**src/rtl/pipe_pkg.sv**
```systemverilog
// Pipeline-wide widths and control-bit positions shared by the ID, MEM and WB stages
// and the register file.
package pipe_pkg;

    localparam int unsigned DATA_W   = 32;
    localparam int unsigned ADDR_W   = 5;
    localparam int unsigned CNT_W    = 2;
    localparam int unsigned REG_ZERO = 0;

    // Bit positions within WBControl
    localparam int unsigned WB_MEMTOREG = 1;
    localparam int unsigned WB_REGWRITE = 0;

endpackage

```
**src/rtl/reg_scoreboard.sv**
```systemverilog
// Per-register in-flight write counters: ID issue increments, WB write-back decrements.
// Produces operand-pending, issue-stall and a sticky underflow error.
module reg_scoreboard #(
    parameter int unsigned ADDR_W = 5,
    parameter int unsigned CNT_W  = 2
) (
    input  logic              clk_i,
    input  logic              rst_ni,
    input  logic              wr_en_i,      // effective write: already excludes register 0
    input  logic [ADDR_W-1:0] wr_reg_i,
    input  logic              issue_valid_i,
    input  logic [ADDR_W-1:0] issue_reg_i,
    input  logic [ADDR_W-1:0] rd_a_i,
    input  logic [ADDR_W-1:0] rd_b_i,
    output logic              pending_a_o,
    output logic              pending_b_o,
    output logic              issue_stall_o,
    output logic              sb_error_o
);
    import pipe_pkg::*;

    localparam int unsigned       NumRegs = 2 ** ADDR_W;
    localparam logic [CNT_W-1:0]  CntMax  = '1;
    localparam logic [CNT_W-1:0]  CntOne  = CNT_W'(1);
    localparam logic [ADDR_W-1:0] RegZero = ADDR_W'(REG_ZERO);

    logic [CNT_W-1:0] count_q [NumRegs];
    logic [CNT_W-1:0] count_d [NumRegs];
    logic             sb_error_q, sb_error_d;
    logic             issue_eff;

    // A write-back to the saturated register frees a slot in the same cycle.
    assign issue_stall_o = issue_valid_i && (count_q[issue_reg_i] == CntMax) &&
                           !(wr_en_i && (wr_reg_i == issue_reg_i));
    assign issue_eff     = issue_valid_i && (issue_reg_i != RegZero) && !issue_stall_o;

    always_comb begin
        sb_error_d = sb_error_q || (wr_en_i && (count_q[wr_reg_i] == '0));
        for (int unsigned r = 0; r < NumRegs; r++) begin
            logic inc, dec;
            count_d[r] = count_q[r];
            inc = issue_eff && (issue_reg_i == ADDR_W'(r));
            dec = wr_en_i && (wr_reg_i == ADDR_W'(r)) && (count_q[r] != '0);
            if (inc && !dec) begin
                count_d[r] = count_q[r] + CntOne;
            end else if (dec && !inc) begin
                count_d[r] = count_q[r] - CntOne;
            end
        end
        count_d[0] = '0;
    end

    always_comb begin
        pending_a_o = (rd_a_i != RegZero) && (count_q[rd_a_i] != '0) &&
                      !((count_q[rd_a_i] == CntOne) && wr_en_i && (wr_reg_i == rd_a_i));
        pending_b_o = (rd_b_i != RegZero) && (count_q[rd_b_i] != '0) &&
                      !((count_q[rd_b_i] == CntOne) && wr_en_i && (wr_reg_i == rd_b_i));
    end

    always_ff @(posedge clk_i) begin
        if (!rst_ni) begin
            for (int unsigned r = 0; r < NumRegs; r++) begin
                count_q[r] <= '0;
            end
            sb_error_q <= 1'b0;
        end else begin
            for (int unsigned r = 0; r < NumRegs; r++) begin
                count_q[r] <= count_d[r];
            end
            sb_error_q <= sb_error_d;
        end
    end

    assign sb_error_o = sb_error_q;

endmodule

```
**src/rtl/reg_file_sb.sv**
```systemverilog
// Register file with same-cycle WB-to-ID bypass and an integrated write-back scoreboard.
// Register 0 reads as zero and ignores writes.
module reg_file_sb #(
    parameter int unsigned DATA_W = 32,
    parameter int unsigned ADDR_W = 5,
    parameter int unsigned CNT_W  = 2
) (
    input  logic              Clk,
    input  logic              Rst_n,
    input  logic              In_RegWrite,
    input  logic [ADDR_W-1:0] In_WriteReg,
    input  logic [DATA_W-1:0] In_WriteData,
    input  logic [ADDR_W-1:0] In_ReadRegA,
    input  logic [ADDR_W-1:0] In_ReadRegB,
    output logic [DATA_W-1:0] Out_ReadDataA,
    output logic [DATA_W-1:0] Out_ReadDataB,
    input  logic              In_IssueValid,
    input  logic [ADDR_W-1:0] In_IssueReg,
    output logic              Out_PendingA,
    output logic              Out_PendingB,
    output logic              Out_IssueStall,
    output logic              Out_SbError
);
    import pipe_pkg::*;

    localparam int unsigned       NumRegs = 2 ** ADDR_W;
    localparam logic [ADDR_W-1:0] RegZero = ADDR_W'(REG_ZERO);

    logic [DATA_W-1:0] regs_q [NumRegs];
    logic              wr_en;

    assign wr_en = In_RegWrite && (In_WriteReg != RegZero);

    always_comb begin
        if (In_ReadRegA == RegZero) begin
            Out_ReadDataA = '0;
        end else if (wr_en && (In_WriteReg == In_ReadRegA)) begin
            Out_ReadDataA = In_WriteData;
        end else begin
            Out_ReadDataA = regs_q[In_ReadRegA];
        end

        if (In_ReadRegB == RegZero) begin
            Out_ReadDataB = '0;
        end else if (wr_en && (In_WriteReg == In_ReadRegB)) begin
            Out_ReadDataB = In_WriteData;
        end else begin
            Out_ReadDataB = regs_q[In_ReadRegB];
        end
    end

    always_ff @(posedge Clk) begin
        if (!Rst_n) begin
            for (int unsigned r = 0; r < NumRegs; r++) begin
                regs_q[r] <= '0;
            end
        end else if (wr_en) begin
            regs_q[In_WriteReg] <= In_WriteData;
        end
    end

    reg_scoreboard #(
        .ADDR_W (ADDR_W),
        .CNT_W  (CNT_W)
    ) u_scoreboard (
        .clk_i         (Clk),
        .rst_ni        (Rst_n),
        .wr_en_i       (wr_en),
        .wr_reg_i      (In_WriteReg),
        .issue_valid_i (In_IssueValid),
        .issue_reg_i   (In_IssueReg),
        .rd_a_i        (In_ReadRegA),
        .rd_b_i        (In_ReadRegB),
        .pending_a_o   (Out_PendingA),
        .pending_b_o   (Out_PendingB),
        .issue_stall_o (Out_IssueStall),
        .sb_error_o    (Out_SbError)
    );

endmodule

```
**config.mk**
```make
export PLATFORM = sky130hd
export DESIGN_NAME = reg_file_sb
export DESIGN_NICKNAME = d
export VERILOG_FILES = /design/src/rtl/pipe_pkg.sv /design/src/rtl/reg_scoreboard.sv /design/src/rtl/reg_file_sb.sv
export SDC_FILE = /design/constraint.sdc
export NUM_CORES = 2
export LEC_CHECK = 0
export CAP_MARGIN = 5
export CORE_ASPECT_RATIO = 0.75
export CORE_MARGIN = 5
export CORE_UTILIZATION = 40
export DETAILED_ROUTE_END_ITERATION = 10
export PLACE_DENSITY = 0.54
export SKIP_CTS_REPAIR_TIMING = 1
export SYNTH_ARGS = -nofsm -noshare
export SYNTH_HDL_FRONTEND = slang
export SYNTH_SLANG_ARGS = --single-unit
```
**constraint.sdc**
```tcl
create_clock -name Clk -period 14.1 [get_ports Clk]
set_input_delay 2.115 -clock Clk [delete_from_list [all_inputs] [get_ports Clk]]
set_output_delay 2.115 -clock Clk [all_outputs]
set_load 0.01 [all_outputs]
```
==> summary.md <==
| Metric | Value |
|---|---|
| Status | `complete, no violations` |
| Final worst slack | `5.18 ns` |
| Critical path peak fanout | `56` |
| Hpwl dp | `around 120 mm` |
| Leak pwr | `approximately 23 nW` |
| Slowest-stage cell, CP | `or3_1` |
| Most used cell, CP | `clkdlybuf4s50_1` |
| Peak Freq | `between 0.1 and 0.15 GHz` |
| Final core occ | `between 40% and 50%` |
| Top_reg_cell synth | `edfxtp_1` |
| Vert. Die Dim | `about 350 um` |
| Combinational share of power | `13.9%` |
| Family with the most delay on the worst path | `buffers and inverters` |
| Worst-Skew Late Latency | `0.77 ns` |
| Placer Congestion | `approximately 0.87` |
| Yosys top cell area share | `50.4%` |
| RSZ-0062 raised after global routing | `false` |
| Vias in the first global route | `between 30000 and 40000` |
| EDFF count, synth | `~1000` |
| IO Count | `around 120` |
| Clock Power Share | `38.7%` |
| Setup violators final | `0` |
| Share of layout cells above drive strength 1 | `21.4%` |
| Mapped Area | `just over 0.06 mm2` |
| WL per Instance | `roughly 34 um` |
| Buf+Inv Stages, Crit Path | `4` |
| Row count | `124` |
| Starting DRT DRC Count | `5398` |
| Synth Area per Inst | `around 14 um2` |
| Synthesis-to-layout area growth | `11.7%` |
| HP Class | `flop to flop` |
| Sw Pwr | `between 2 and 2.5 mW` |
| Tightest Pin Transition | `1.33 ns` |
| Sink Count | `approximately 1100` |
| DRC | `0` |
| Cell Chain, Critical Path | `clkdlybuf4s50_1 -> or3_1 -> o31ai_4 -> nor4_2 -> buf_4 -> inv_2 -> nor2_1 -> a211oi_1 -> clkdlybuf4s50_1` |
| Sequential share of power | `47.4%` |
| Number of synthesized register bits | `about 1100` |
| Initial antenna violation count | `9` |
| CP Launch Type | `input port` |
| Clock-pin slew on the worst setup and hold paths | `0.06 ns` |
| Pwr Density | `between 100 and 150 mW/mm2` |
| Post-synthesis sequential area ratio | `52.5%` |
| Post-synth top area cell | `edfxtp_1` |
| Fillers | `around 13000` |
| Clock H-tree levels | `3` |
| Post-route ant nets | `0` |
| Setup_tns | `0 ns` |
| Power Total | `8.00 mW` |
| Area contributors post-synth | `edfxtp_1, mux4_2, and2_1` |
| Slowest stage delay, CP | `about 0.83 ns` |
| Most common cell after layout, fill and taps aside | `edfxtp_1` |
| Largest net degree at the start of global routing | `98` |
| Worst clock skew | `between 0.015 and 0.02 ns` |
| Yosys warning count | `0` |
| Max Slew Vio Count | `0` |
| Port bufs | `between 100 and 150` |
| Via/cell ratio | `approximately 6.2` |
| Max_slew headroom | `between 10% and 20%` |
| Total GRT Usage | `27.3%` |
| Crit path time final | `about 8.9 ns` |
| Post-route clock period utilization | `a little over three fifths` |
| FFs w/ async S/R, synth | `0%` |
| Worst vdd ir | `roughly 0.1 mV` |
| TritonCTS clock tree | `yes` |
| Total number of vias | `40100` |
| Most frequent cells in the layout | `edfxtp_1, and2_1, mux4_2` |
| Max Cap Viol | `0` |
| Hold Vio Cnt, Final | `0` |
| Pre-CTS WS | `a little over 5 ns` |
| Initial Util | `roughly two fifths` |
| Router iterations before antenna repair | `6` |
| Crit path DAT | `roughly 6.8 ns` |
| Critical Path End Type | `output pin` |
| First-pass GRT wire length | `between 300 and 400 mm` |
| Setup Crit Path Kind | `input port to output pin` |
| Clk root buf | `clkbuf_16` |
| Fin nets | `around 4400` |
| GRT overflow | `0` |
| Longest Clk Path Bufs | `3` |
| Total wire length | `between 200 and 250 mm` |
| Switching part of the total power | `26.5%` |
| Core area | `0.152 mm2` |
| Synth cell types | `between 60 and 70` |
| Die area | `0.160 mm2` |
| Required @ worst endpoint | `about 12 ns` |
| Total internal power | `between 5 and 6 mW` |
| CTS buffer count | `117` |
| Die width | `about 460 um` |
| Cells after Synth | `~4400` |
## synth_stat cells (all sizes together), types with 63 or more instances
cell type,instances
and2,974
a21oi,78
nor2,151
mux2i,210
xor2,68
dfxtp,63
buf,146
edfxtp,1024
nand2,140
o21ai,176
mux4,522
clkbuf,313
## cell type report
| class | instances | area, um2 | area share [%] |
|---|---|---|---|
| diodes | 4 | 10.0 | 0.0147 |
| repair buffers | 276 | 2430 | 3.56 |
| flip-flops and latches | 1087 | 32000 | 47.0 |
| clock inverters | 69 | 641 | 0.941 |
| clock buffers | 147 | 3110 | 4.57 |
| multi-input cells | 2827 | 27300 | 40.1 |
| inverters | 10 | 42.5 | 0.0625 |
| well taps | 2016 | 2520 | 3.70 |
## worst register-to-register path, delay by kind of cell (launching register included)
kind,cells,cell delay [ns]
simple gates,5,1.13
compound gates,2,0.34
flops,1,0.39
mux,1,0.57
fa+ha+maj,1,0.28
## power by group through the flow
| stage | clock, mW | combinational, mW | sequential [mW] |
|---|---|---|---|
| CTS | 3.14 | 1.10 | 3.78 |
| global placement | 0 | 1.09 | 3.84 |
| finish | 3.10 | 1.11 | 3.79 |
| global route | 3.27 | 1.15 | 3.80 |
| floorplan | 0 | 0.644 | 3.82 |
| detailed placement | 0 | 1.10 | 3.85 |
## logic make-up (layout without fill, tap and decap cells)
kind of cell	count (synthesis)	count (layout)	synth area share [%]
simple gates	1468	1468	13.8
other cells	1	36	0.00615
compound gates	483	483	5.21
flops	1087	1087	52.5
fa+ha+maj	31	31	0.636
xor+xnor	77	77	1.11
mux	736	736	22.8
buf+inv	469	502	3.89
## sequential cells by signal, summed over array words and instances, names as in the netlist
name and flops:
regs_q 1024, u_scoreboard.count_q 62, u_scoreboard.sb_error_o 1
## per-layer routing
| metal | global-route usage [%] | wire [um] | vias to the layer above | share of wire (%) |
|---|---|---|---|---|
| met3 | 6.30 | 22300 | 338 | 10 |
| met4 | 7.50 | 6690 | 4 | 3.0 |
| met2 | 41.9 | 100000 | 2192 | 45 |
| li1 | - | - | 16500 | - |
| met5 | 0.799 | 195 | - | 0.088 |
| met1 | 39.0 | 92100 | 21000 | 42 |
## final timing paths
| check | slack [ns] | to | startpoint | cells past startpoint |
|---|---|---|---|---|
| setup / recovery | 5.18 | Out_ReadDataB[29] | In_WriteReg[2] | 9 |
| setup reg to reg | 11.32 | u_scoreboard.count_q[29][1]$_SDFFE_PN0P_ | u_scoreboard.count_q[30][0]$_SDFFE_PN0P_ | 9 |
| hold / removal | 0.52 | u_scoreboard.sb_error_o$_SDFF_PN0_ | u_scoreboard.sb_error_o$_SDFF_PN0_ | 1 |
| hold reg to reg | 0.52 | u_scoreboard.sb_error_o$_SDFF_PN0_ | u_scoreboard.sb_error_o$_SDFF_PN0_ | 1 |
## per-stage QoR
| step | hold slack, ns | instances | instance area (um2) |
|---|---|---|---|
| 3_5_place_dp | 0.515 | 6216 | 64300 |
| 6_report | 0.520 | 6436 | 68100 |
| 5_1_grt | 0.537 | 6433 | 68100 |
| 3_3_place_gp | 0.511 | 6216 | 64300 |
| 2_1_floorplan | 0.487 | 4383 | 61100 |
| 4_1_cts | 0.529 | 6432 | 68100 |
(Power assumes the default switching activity.)
